## src/rtl/qft_bitrev_stream_pkg.sv

```systemverilog
// Shared definitions for the QFT bit-reversal reorder buffer: default
// fixed-point component width, bank identifiers and the index reversal helper.
package qft_bitrev_stream_pkg;

  // Width of one signed fixed-point real or imaginary component.
  localparam int TOTAL_WIDTH = 16;

  // Identifies one of the two ping-pong amplitude banks.
  typedef enum logic {
    BANK_A = 1'b0,
    BANK_B = 1'b1
  } bank_e;

  // Reverse the low nq bits of idx; bits at and above nq come back as zero.
  function automatic logic [31:0] bitrev(input logic [31:0] idx, input int nq);
    logic [31:0] rev;
    logic [4:0]  src;
    rev = 32'd0;
    src = 5'd0;
    for (int i = 0; i < 32; i++) begin
      if (i < nq) begin
        src = 5'(nq - 1 - i);
        rev[5'(i)] = idx[src];
      end else begin
        rev[5'(i)] = 1'b0;
      end
    end
    return rev;
  endfunction

endpackage

```

## src/rtl/qft_amp_bank.sv

```systemverilog
// One amplitude bank: DEPTH complex entries, a single synchronous write port
// and a combinational read port. Contents are deliberately left unreset.
module qft_amp_bank
  import qft_bitrev_stream_pkg::*;
#(
  parameter int DEPTH  = 8,
  parameter int AW     = 3,
  parameter int DATA_W = TOTAL_WIDTH
) (
  input  logic              clk,
  input  logic              we,
  input  logic [AW-1:0]     waddr,
  input  logic [DATA_W-1:0] wdata_r,
  input  logic [DATA_W-1:0] wdata_i,
  input  logic [AW-1:0]     raddr,
  output logic [DATA_W-1:0] rdata_r,
  output logic [DATA_W-1:0] rdata_i
);

  logic [DATA_W-1:0] mem_r [DEPTH];
  logic [DATA_W-1:0] mem_i [DEPTH];

  // Store an accepted amplitude at its natural-order slot.
  always_ff @(posedge clk) begin
    if (we) begin
      mem_r[waddr] <= wdata_r;
      mem_i[waddr] <= wdata_i;
    end
  end

  assign rdata_r = mem_r[raddr];
  assign rdata_i = mem_i[raddr];

endmodule

```

## src/rtl/qft_bitrev_stream.sv

```systemverilog
// Streaming bit-reversal reorder buffer for the QFT datapath. Amplitudes arrive
// in natural index order, fill one of two ping-pong banks, and leave in
// bit-reversed order while the other bank fills, so one amplitude per clock can
// move in each direction.
module qft_bitrev_stream
  import qft_bitrev_stream_pkg::*;
#(
  parameter int NUM_QUBITS = 3,
  parameter int DATA_W     = TOTAL_WIDTH
) (
  input  logic                  clk,
  input  logic                  rst,
  input  logic                  s_valid,
  output logic                  s_ready,
  input  logic [DATA_W-1:0]     s_r,
  input  logic [DATA_W-1:0]     s_i,
  input  logic                  s_last,
  output logic                  m_valid,
  input  logic                  m_ready,
  output logic [DATA_W-1:0]     m_r,
  output logic [DATA_W-1:0]     m_i,
  output logic [NUM_QUBITS-1:0] m_index,
  output logic                  m_last,
  output logic                  frame_err
);

  localparam int                    N        = 1 << NUM_QUBITS;
  localparam logic [NUM_QUBITS-1:0] LAST_IDX = {NUM_QUBITS{1'b1}};
  localparam logic [NUM_QUBITS-1:0] IDX_ONE  = NUM_QUBITS'(1'b1);

  bank_e                 wr_bank_r, wr_bank_n;
  bank_e                 rd_bank_r, rd_bank_n;
  logic [NUM_QUBITS-1:0] wr_idx_r, wr_idx_n;
  logic [NUM_QUBITS-1:0] rd_idx_r, rd_idx_n;
  logic [1:0]            full_r, full_n;
  logic                  frame_err_r, frame_err_n;

  logic                  in_acc_s, out_acc_s;
  logic                  wr_at_end_s, rd_at_end_s;
  logic [NUM_QUBITS-1:0] rd_addr_s;
  logic [DATA_W-1:0]     a_r_s, a_i_s, b_r_s, b_i_s;

  // Handshakes and the bit-reversed read address.
  always_comb begin
    s_ready     = !rst && !full_r[wr_bank_r];
    m_valid     = full_r[rd_bank_r];
    in_acc_s    = s_valid && s_ready;
    out_acc_s   = m_valid && m_ready;
    wr_at_end_s = (wr_idx_r == LAST_IDX);
    rd_at_end_s = (rd_idx_r == LAST_IDX);
    rd_addr_s   = NUM_QUBITS'(bitrev({{(32-NUM_QUBITS){1'b0}}, rd_idx_r}, NUM_QUBITS));
  end

  // Output mux: selected bank entry while valid, zeros otherwise.
  always_comb begin
    m_r       = {DATA_W{1'b0}};
    m_i       = {DATA_W{1'b0}};
    m_index   = {NUM_QUBITS{1'b0}};
    m_last    = 1'b0;
    frame_err = frame_err_r;
    if (m_valid) begin
      m_index = rd_addr_s;
      m_last  = rd_at_end_s;
      if (rd_bank_r == BANK_A) begin
        m_r = a_r_s;
        m_i = a_i_s;
      end else begin
        m_r = b_r_s;
        m_i = b_i_s;
      end
    end else begin
      m_index = {NUM_QUBITS{1'b0}};
    end
  end

  // Next-state: write-side and read-side counters, bank flags, frame check.
  // A write can only complete into a non-full bank and a read only drains a
  // full one, so the set and clear of full never hit the same bank.
  always_comb begin
    wr_bank_n   = wr_bank_r;
    rd_bank_n   = rd_bank_r;
    wr_idx_n    = wr_idx_r;
    rd_idx_n    = rd_idx_r;
    full_n      = full_r;
    frame_err_n = frame_err_r;

    if (in_acc_s) begin
      if (wr_at_end_s) begin
        full_n[wr_bank_r] = 1'b1;
        wr_bank_n         = (wr_bank_r == BANK_A) ? BANK_B : BANK_A;
        wr_idx_n          = {NUM_QUBITS{1'b0}};
      end else begin
        wr_idx_n = wr_idx_r + IDX_ONE;
      end
      // s_last only flags misalignment; the frame boundary follows the count.
      if (s_last != wr_at_end_s) begin
        frame_err_n = 1'b1;
      end else begin
        frame_err_n = frame_err_r;
      end
    end else begin
      wr_idx_n = wr_idx_r;
    end

    if (out_acc_s) begin
      if (rd_at_end_s) begin
        full_n[rd_bank_r] = 1'b0;
        rd_bank_n         = (rd_bank_r == BANK_A) ? BANK_B : BANK_A;
        rd_idx_n          = {NUM_QUBITS{1'b0}};
      end else begin
        rd_idx_n = rd_idx_r + IDX_ONE;
      end
    end else begin
      rd_idx_n = rd_idx_r;
    end
  end

  // Control state register; reset discards any partial or buffered frame.
  always_ff @(posedge clk) begin
    if (rst) begin
      wr_bank_r   <= BANK_A;
      rd_bank_r   <= BANK_A;
      wr_idx_r    <= {NUM_QUBITS{1'b0}};
      rd_idx_r    <= {NUM_QUBITS{1'b0}};
      full_r      <= 2'b00;
      frame_err_r <= 1'b0;
    end else begin
      wr_bank_r   <= wr_bank_n;
      rd_bank_r   <= rd_bank_n;
      wr_idx_r    <= wr_idx_n;
      rd_idx_r    <= rd_idx_n;
      full_r      <= full_n;
      frame_err_r <= frame_err_n;
    end
  end

  qft_amp_bank #(
    .DEPTH  (N),
    .AW     (NUM_QUBITS),
    .DATA_W (DATA_W)
  ) u_bank_a (
    .clk     (clk),
    .we      (in_acc_s && (wr_bank_r == BANK_A)),
    .waddr   (wr_idx_r),
    .wdata_r (s_r),
    .wdata_i (s_i),
    .raddr   (rd_addr_s),
    .rdata_r (a_r_s),
    .rdata_i (a_i_s)
  );

  qft_amp_bank #(
    .DEPTH  (N),
    .AW     (NUM_QUBITS),
    .DATA_W (DATA_W)
  ) u_bank_b (
    .clk     (clk),
    .we      (in_acc_s && (wr_bank_r == BANK_B)),
    .waddr   (wr_idx_r),
    .wdata_r (s_r),
    .wdata_i (s_i),
    .raddr   (rd_addr_s),
    .rdata_r (b_r_s),
    .rdata_i (b_i_s)
  );

endmodule

```

## config.mk

```make
export PLATFORM = sky130hd
export DESIGN_NAME = qft_bitrev_stream
export DESIGN_NICKNAME = d
export VERILOG_FILES = /design/src/rtl/qft_bitrev_stream_pkg.sv /design/src/rtl/qft_amp_bank.sv /design/src/rtl/qft_bitrev_stream.sv
export SDC_FILE = /design/constraint.sdc
export NUM_CORES = 1
export LEC_CHECK = 0
export CAP_MARGIN = 30
export CORE_ASPECT_RATIO = 1.1
export CORE_MARGIN = 8
export CORE_UTILIZATION = 66
export CTS_BUF_LIST = sky130_fd_sc_hd__clkbuf_2 sky130_fd_sc_hd__clkbuf_4 sky130_fd_sc_hd__clkbuf_8
export CTS_CLUSTER_SIZE = 10
export DETAILED_ROUTE_END_ITERATION = 6
export GPL_TIMING_DRIVEN = 1
export PLACE_DENSITY = 0.85
export SYNTH_ARGS = -nofsm -noshare
export SYNTH_HDL_FRONTEND = slang
export SYNTH_SLANG_ARGS = --single-unit
```

## constraint.sdc

```tcl
create_clock -name clk -period 7.6 [get_ports clk]
set_input_delay 1.52 -clock clk [delete_from_list [all_inputs] [get_ports clk]]
set_output_delay 1.52 -clock clk [all_outputs]
set_load 0.03 [all_outputs]
```

; ---- Yosys cells after proc, flatten, opt, wreduce, memory -nomap -nowiden
; Memory sizes are Yosys's and may differ from the RTL's. A register that Yosys moved wholly into a read port is not among the register bits.
; Index checks and enable logic that the tools add are counted.
[totals]
regBits = 11
mem_bits_rw = 512
out_inout_bits = 39
mem_count = 4
[classes]
n_reduce_logical = 12
n_lt_le_gt_ge = 4
bitwise = 4
addsub = 2
eq_ne = 3
mux = 34
[memory_table]
columns = memory, words, word_bits, rd, rd_ports_with_merged_regs, wr, line
row1 = u_bank_a.mem_i, 8, 16, 1, 1, 1, qft_amp_bank.sv:21  ; logic [DATA_W-1:0] mem_i [DEPTH];
row2 = u_bank_a.mem_r, 8, 16, 1, 1, 1, qft_amp_bank.sv:20  ; logic [DATA_W-1:0] mem_r [DEPTH];
row3 = u_bank_b.mem_i, 8, 16, 1, 1, 1, qft_amp_bank.sv:21
row4 = u_bank_b.mem_r, 8, 16, 1, 1, 1, qft_amp_bank.sv:20
[op_table]
columns = op, n
row1 = 16-bit 2-to-1 mux, 4
row2 = 3-bit 2-to-1 mux, 11
row3 = 1-bit 2-to-1 mux, 13
row4 = 2-bit 2-to-1 mux, 4
row5 = 1-bit logical AND, 7
row6 = 3-bit by 1-bit adder with 3-bit output (second input constant), 2
row7 = 3-bit equality test (second input constant), 2
row8 = 2-bit AND reduction, 3
row9 = 1-bit by 2-bit < comparator with 1-bit output (second input constant), 2
row10 = 2-bit AND, 1
row11 = 1-bit demux with 1-bit select, 2
row12 = 1-bit >= comparator (second input constant), 2
row13 = 1-bit logical NOT, 2
row14 = 2-bit NOT, 1
row15 = 2-bit OR, 1
row16 = 1-bit inequality test, 1
row17 = 1-bit NOT, 1

; ---- Logic depth before layout (Yosys ltp)
; Gate-level depths: netlist (run 1).
[depth]
word_depth = 10
depth_mapped = 8
depth_no_buf = 5

; ---- Cells and area by module
; Synthesis (run 1) repeated with hierarchy kept, for this count alone.
[hier_totals]
cells_unflattened = 901
hier_area_um2 = 20689.8
[modules_own_cells]
columns = module, cells_each, n_inst, area_each_um2
row1 = qft_amp_bank, 383, 2, 9825.7
row2 = qft_bitrev_stream, 135, 1, 1038.5

; ---- Worst setup path after synthesis (run 1)
; No wires, ideal clock.
[synth_path]
path_type = in2reg
startpoint = input port rst
endpoint = memory u_bank_a.mem_i[2][0] (netlist name), enable pin
required_time_ns = 7.139
path_slack_ns = 2.853
setup_ns = 0.461
stages = 3
path_buffers = 0
arrival_ns = 4.286
cell_sequence = nor4b_1 -> nand2_1 -> nor3_1
[synth_via]
elab_chain_cells = 6
[synth_lines]
columns = item, line
row1 = from (decl), qft_bitrev_stream.sv:12  ; input logic rst,
row2 = 1-bit logical NOT, qft_bitrev_stream.sv:45  ; s_ready = !rst && !full_r[wr_bank_r];
row3 = 1-bit logical AND, qft_bitrev_stream.sv:45
row4 = 1-bit logical AND, qft_bitrev_stream.sv:47  ; in_acc_s = s_valid && s_ready;
row5 = 1-bit logical AND, qft_bitrev_stream.sv:143  ; .we (in_acc_s && (wr_bank_r == BANK_A)),
row6 = 1-bit 2-to-1 mux, qft_amp_bank.sv:25  ; if (we) begin
row7 = 1-bit 2-to-1 mux (implied by the code), qft_amp_bank.sv:27  ; mem_i[waddr] <= wdata_i;
row8 = to (decl), qft_amp_bank.sv:21
; Every way passes these cells.

==> results.toml, run 1 <==
[status]
status = "finished clean"

[clocking]
cts_setup_buffers = 0
clk_pin_slew_ps = 60
clockBufferDepth = 3
cts_tree = "done"
ctsResizeCount = 0
ctsHtreeMaxLevel = 3
clock_latency_ps = 590
clock_sinks = 526
ctsRootBufferMaster = "clkbuf_8"
cts_buffers = 78
cts_hold_buf = 0

[grt]
grt_max_degree = 66
grt_pass1_wl_mm = 65.8
first_global_vias = 11200
grt_use_total_pct = 24.7
overflow = 0
grt_antenna_before_repair = 2

[timing]
slew_headroom_pct = 42.8
tns_ps = 0
setup_viol = 0
rsz0062_at_grt = "no"
hold_viol_final = 0
skew_ps = 18.5
finalCriticalPeriod_ps = 5280
worst_slack_ps = 2320
worst_slew_pin_slew_ps = 855
fmax_mhz = 189
finalCritPeriodShare_pct = 69.5
finalMaxSlewViolations = 0

[logic_synthesis]
synth_seq_cells = 526
postSynthNetCount = 1049
yosys_most_used_dff = "edfxtp_1"
synth_cells = 1008
synth_area_per_cell_sq_um = 20.1
syn_area_sq_um = 20300
synth_cell_types = 35
ys_async_sr_fraction_pct = 0
yosysSeqAreaShare_pct = 77.3
yosysWarningCount = 0
synth_edf_count = 512

[place]
post-place-ws_ps = 2730
finalWeightedCongestion = 0.752
place_hpwl_mm = 22.9
port_buffers = 75
placed_area_sq_um = 21700

[power]
ir_worst_vdd_uv = 168
p_per_area_nw_per_um2 = 238
p_leak_nw = 6.98

[worst_setup_path]
crit_path_end_kind = "output pin"
slowest_delay_ps = 870
crit_chain = "buf_4 -> mux4_2 -> a32oi_1 -> o211ai_1 -> clkdlybuf4s50_1"
crit_type = "reg -> out"
critPathTopFamily = "buffers and inverters"
crit_slowest_cell = "dfxtp_4"
cp-start-kind = "register"
cp.required_ps = 6080
worstPathArrival_ps = 3760
cp_num_buf_inv = 2
path_max_fanout = 51

[detailed_routing]
first_pass_iters = 5
wl_mm = 45.8
drcViolationCount = 0
post_drt_wl_per_cell_um = 28.5
via_per_inst = 6.67
ant_nets = 0
vias = 10700
initialDrtViolationCount = 1203

[flow_run]
maxCapViolCount = 0

[floorplan]
rows = 67
core_area_sq_um = 30300
io_pins = 76
fp.dieW_um = 183
dieArea_sq_um = 36600
die_y_um = 200
start_util_pct = 66.8

[layout]
design_area_sq_um = 23200
drive_gt1_share_pct = 22.9
syn_to_final_growth_pct = 14.3
nets = 1176
n_fill_cell = 1581

[worst_hold_path]
worstHoldPathType = "reg -> reg"
-- placed cells by master, fill, tap and decap left out, types with 26 or more instances in the layout --
master and n:
nand4_1 32, clkbuf_8 78, mux4_2 97, o211ai_1 31
clkdlybuf4s50_1 75, mux2i_1 64, nand2_1 102, buf_4 26
edfxtp_1 512, a32oi_1 31
-- stage by stage --
step / hold slack, ps / cells / util (%) / total power [mW]
after detailed placement: 472 / 1469 / 71.4 / 3.34
final: 489 / 1605 / 76.3 / 5.51
after global routing: 525 / 1605 / 76.3 / 5.67
after CTS: 489 / 1604 / 76.3 / 5.53
after floorplan: 451 / 1008 / - / 3.28
after global placement: 461 / 1467 / 71.2 / 3.34
-- cells in the mapped netlist, types with 2 or more instances --
master    number  area [sq um]
a21oi_1        7          35.0
a31o_2         2          17.5
a31oi_1        2          12.5
a32oi_1       31           272
and2_1         2          12.5
buf_1          3          11.3
buf_2         12          60.1
buf_4         12          90.1
clkbuf_1      29           109
dfxtp_1       14           280
edfxtp_1     512         15400
ha_1           4          50.1
inv_1          3          11.3
mux2_2         2          22.5
mux2i_1       64           641
mux4_2        97          2180
nand2_1      102           383
nand2b_1       4          25.0
nand4_1       32           200
nor2_1        19          71.3
nor2b_1        7          43.8
nor3_1         4          20.0
o211ai_1      31           233
or3_1          2          12.5
-- registers in the layout, summed over array words and instances (netlist names), named ones only --
| signal | cells |
|---|---|
| wr_bank_r | 1 |
| rd_bank_r | 1 |
| u_bank_b.mem_i | 128 |
| wr_idx_r | 3 |
| u_bank_a.mem_i | 128 |
| frame_err | 1 |
| u_bank_a.mem_r | 128 |
| full_r | 2 |
| u_bank_b.mem_r | 128 |
| rd_idx_r | 3 |
-- per-layer routing --
metal	wire length (um)	GRT usage (%)	share of wire [%]
met5	13	0	0.028
met4	1870	13.4	4.1
met2	23800	42.4	52
met1	15800	29.8	35
met3	4340	4.71	9.5
-- worst register-to-register path, delay by kind of cell, from the launching register on --
kind                   cells  cell delay, ps
DFF                        1             350
and+or+nand+nor            3            1670
buffers and inverters      1             460
-- cell type report --
type / count / area (sq um) / share of cell area (%)
sequential: 526 / 15700 / 67.6
multi-input combinational: 422 / 4450 / 19.2
clock buffer: 101 / 1250 / 5.38
timing repair buffer: 104 / 1010 / 4.37
tap: 414 / 518 / 2.24
clock inverter: 34 / 263 / 1.13
inverter: 3 / 11.3 / 0.0486
antenna: 1 / 2.50 / 0.0108
-- final timing paths --
| kind | end | from | slack (ps) | depth (start not counted) |
|---|---|---|---|---|
| hold reg to reg | frame_err | frame_err | 490 | 2 |
| setup / recovery | m_r[14] | register | 2320 | 5 |
| setup reg to reg | u_bank_a.mem_r[6][11] | wr_bank_r | 4770 | 4 |
| hold / removal | frame_err | frame_err | 490 | 2 |
-- where the power goes --
| part | leakage (nW) | switching, mW | internal [mW] |
|---|---|---|---|
| clock | 0.786 | 1.02 | 1.21 |
| combinational | 1.46 | 0.0567 | 0.0270 |
| sequential | 4.73 | 0.00544 | 3.20 |
-- cells by family (layout without fill, tap and decap cells) --
family	Yosys count	in the layout	synth area share, %
other	0	1	0
buffers and inverters	60	242	1.44
multiplexers	163	163	14.1
XOR/XNOR	1	1	0.0432
flip-flops	526	526	77.3
AND/OR/NAND/NOR	178	178	4.05
AO/OA/AOI/OAI	76	76	2.90
adder cells (fa/ha/maj)	4	4	0.247
Power figures use the tool's default switching activity.
==> run 2: changes to the inputs <==
--- a/config.mk
+++ b/config.mk
@@ -8,12 +8,12 @@
 export CAP_MARGIN = 30
 export CORE_ASPECT_RATIO = 1.1
 export CORE_MARGIN = 8
-export CORE_UTILIZATION = 66
+export CORE_UTILIZATION = 57
 export CTS_BUF_LIST = sky130_fd_sc_hd__clkbuf_2 sky130_fd_sc_hd__clkbuf_4 sky130_fd_sc_hd__clkbuf_8
 export CTS_CLUSTER_SIZE = 10
 export DETAILED_ROUTE_END_ITERATION = 6
 export GPL_TIMING_DRIVEN = 1
-export PLACE_DENSITY = 0.85
+export PLACE_DENSITY = 0.78
 export SYNTH_ARGS = -nofsm -noshare
 export SYNTH_HDL_FRONTEND = slang
 export SYNTH_SLANG_ARGS = --single-unit
==> constraint.sdc (replaced) <==
create_clock -name clk -period 4.45 [get_ports clk]
set_input_delay 0.89 -clock clk [delete_from_list [all_inputs] [get_ports clk]]
set_output_delay 0.89 -clock clk [all_outputs]
set_load 0.03 [all_outputs]
==> results.toml, run 2 (synthesis results as in run 1) <==
[place]
post-place-ws_ps = 759
finalWeightedCongestion = 0.768
post-place-cells = 1514
port_buffers = 75
place_hpwl_mm = 25.0

[worst_setup_path]
cp.depth = 5
reg2reg_setup_slack_ps = 2040
crit_chain = "buf_4 -> mux4_2 -> a32oi_1 -> o211ai_1 -> clkdlybuf4s50_1"
crit_path_end_kind = "output pin"
cp-start-kind = "register"
timing.rr.end = "u_bank_b.mem_r[6][4]"
ff2ff_path_depth = 4
reg2reg_from = "full_r[1]"
critPathTopFamily = "buffers and inverters"
worstPathArrival_ps = 3420
crit_end = "m_r[2]"
slowest_delay_ps = 770
cp.required_ps = 3560
crit_type = "reg -> out"
crit_slowest_cell = "dfxtp_4"
cp_num_buf_inv = 2
path_max_fanout = 30

[floorplan]
io_pins = 76
die_y_um = 214
start_util_pct = 57.7
fp.dieW_um = 196
core_area_sq_um = 35100
dieArea_sq_um = 41800
rows = 72

[timing]
slew_headroom_pct = 42.1
fmax_mhz = 232
finalCriticalPeriod_ps = 4310
finalCritPeriodShare_pct = 97.0
setup_viol = 0
worst_slack_ps = 136
hold_viol_final = 0
tns_ps = 0
skew_ps = 27.8
rsz0062_at_grt = "no"
worst_slew_pin_slew_ps = 869
finalMaxSlewViolations = 0

[clocking]
cts_tree = "done"
ctsResizeCount = 0
cts_buffers = 79
clock_latency_ps = 620
cts_setup_buffers = 0
ctsHtreeMaxLevel = 3
clock_sinks = 526
clk_pin_slew_ps = 60
cts_hold_buf = 0
clockBufferDepth = 3
ctsRootBufferMaster = "clkbuf_8"

[detailed_routing]
drcViolationCount = 0
wl_mm = 44.2
post_drt_wl_per_cell_um = 26.7
initialDrtViolationCount = 964
ant_nets = 0
vias = 10500
first_pass_iters = 7
via_per_inst = 6.37

[grt]
grt_use_total_pct = 21.3
overflow = 0
grt_pass1_wl_mm = 65.7
grt_antenna_before_repair = 2
first_global_vias = 11000
grt_max_degree = 75

[power]
p_leak_nw = 7.12
ir_worst_vdd_uv = 257
p_per_area_nw_per_um2 = 404

[layout]
layout_common_cells = "edfxtp_1, nand2_1, mux4_2"
nets = 1192
syn_to_final_growth_pct = 15.9
layout.cells.non_filler = 1654
drive_gt1_share_pct = 24.3
layout_commonest_cell = "edfxtp_1"

[worst_hold_path]
worstHoldPathType = "reg -> reg"

[flow_run]
maxCapViolCount = 0

[status]
status = "finished clean"
-- run 2: cell types whose count changed in the layout (fill, tap and decap cells not counted), moves of 4 or more --
cell and change:
clkinv_1 -4, buf_4 +4, clkbuf_4 +5, buf_12 +12
-- run 2: where the power goes --
group          total (mW)  internal (mW)  switching (mW)
Sequential           5.46           5.46         0.00751
Clock                3.87           2.09            1.78
Combinational       0.144         0.0464          0.0977
Total                9.48           7.60            1.89
-- run 2: layer usage --
layer	global-route usage [%]	share of wire, %	wire length [um]	vias up
met5	0	0	0	-
met4	11.4	4.0	1760	0
met3	4.22	7.7	3420	106
met2	36.2	51	22500	515
met1	25.8	37	16500	5460
li1	-	-	-	4459
-- run 2: how the worst min path moves through the flow --
stage	depth (start not counted)	startpoint	to	slack, ps
floorplan	2	full_r[0]	full_r[0]	450
global placement	2	frame_err	frame_err	450
detailed placement	2	frame_err	frame_err	460
CTS	2	frame_err	frame_err	470
global route	2	frame_err	frame_err	490
finish	2	frame_err	frame_err	460
-- run 2: layout make-up --
class	instances	area (sq um)
diodes	2	5.00
clock buffers	108	1310
clock inverters	30	238
fillers	2191	11600
inverters	3	11.3
multi-input cells	422	4450
flip-flops and latches	526	15700
well taps	444	556
repair buffers	119	1260
-- run 2: worst register-to-register path, cell delays in order, from the launching register on --
cell	delay [ps]
dfxtp_1	340
nor4bb_1	520
nand2_1	350
nor2_4	530
buf_4	340
-- run 2: stage by stage --
stage	area, sq um	total power, mW	utilization [%]	hold slack [ps]
floorplan	20300	5.60	-	451
global placement	21900	5.70	62.4	450
detailed placement	21900	5.71	62.4	455
CTS	23500	9.55	66.8	468
global route	23500	9.77	66.9	489
finish	23500	9.48	66.9	462
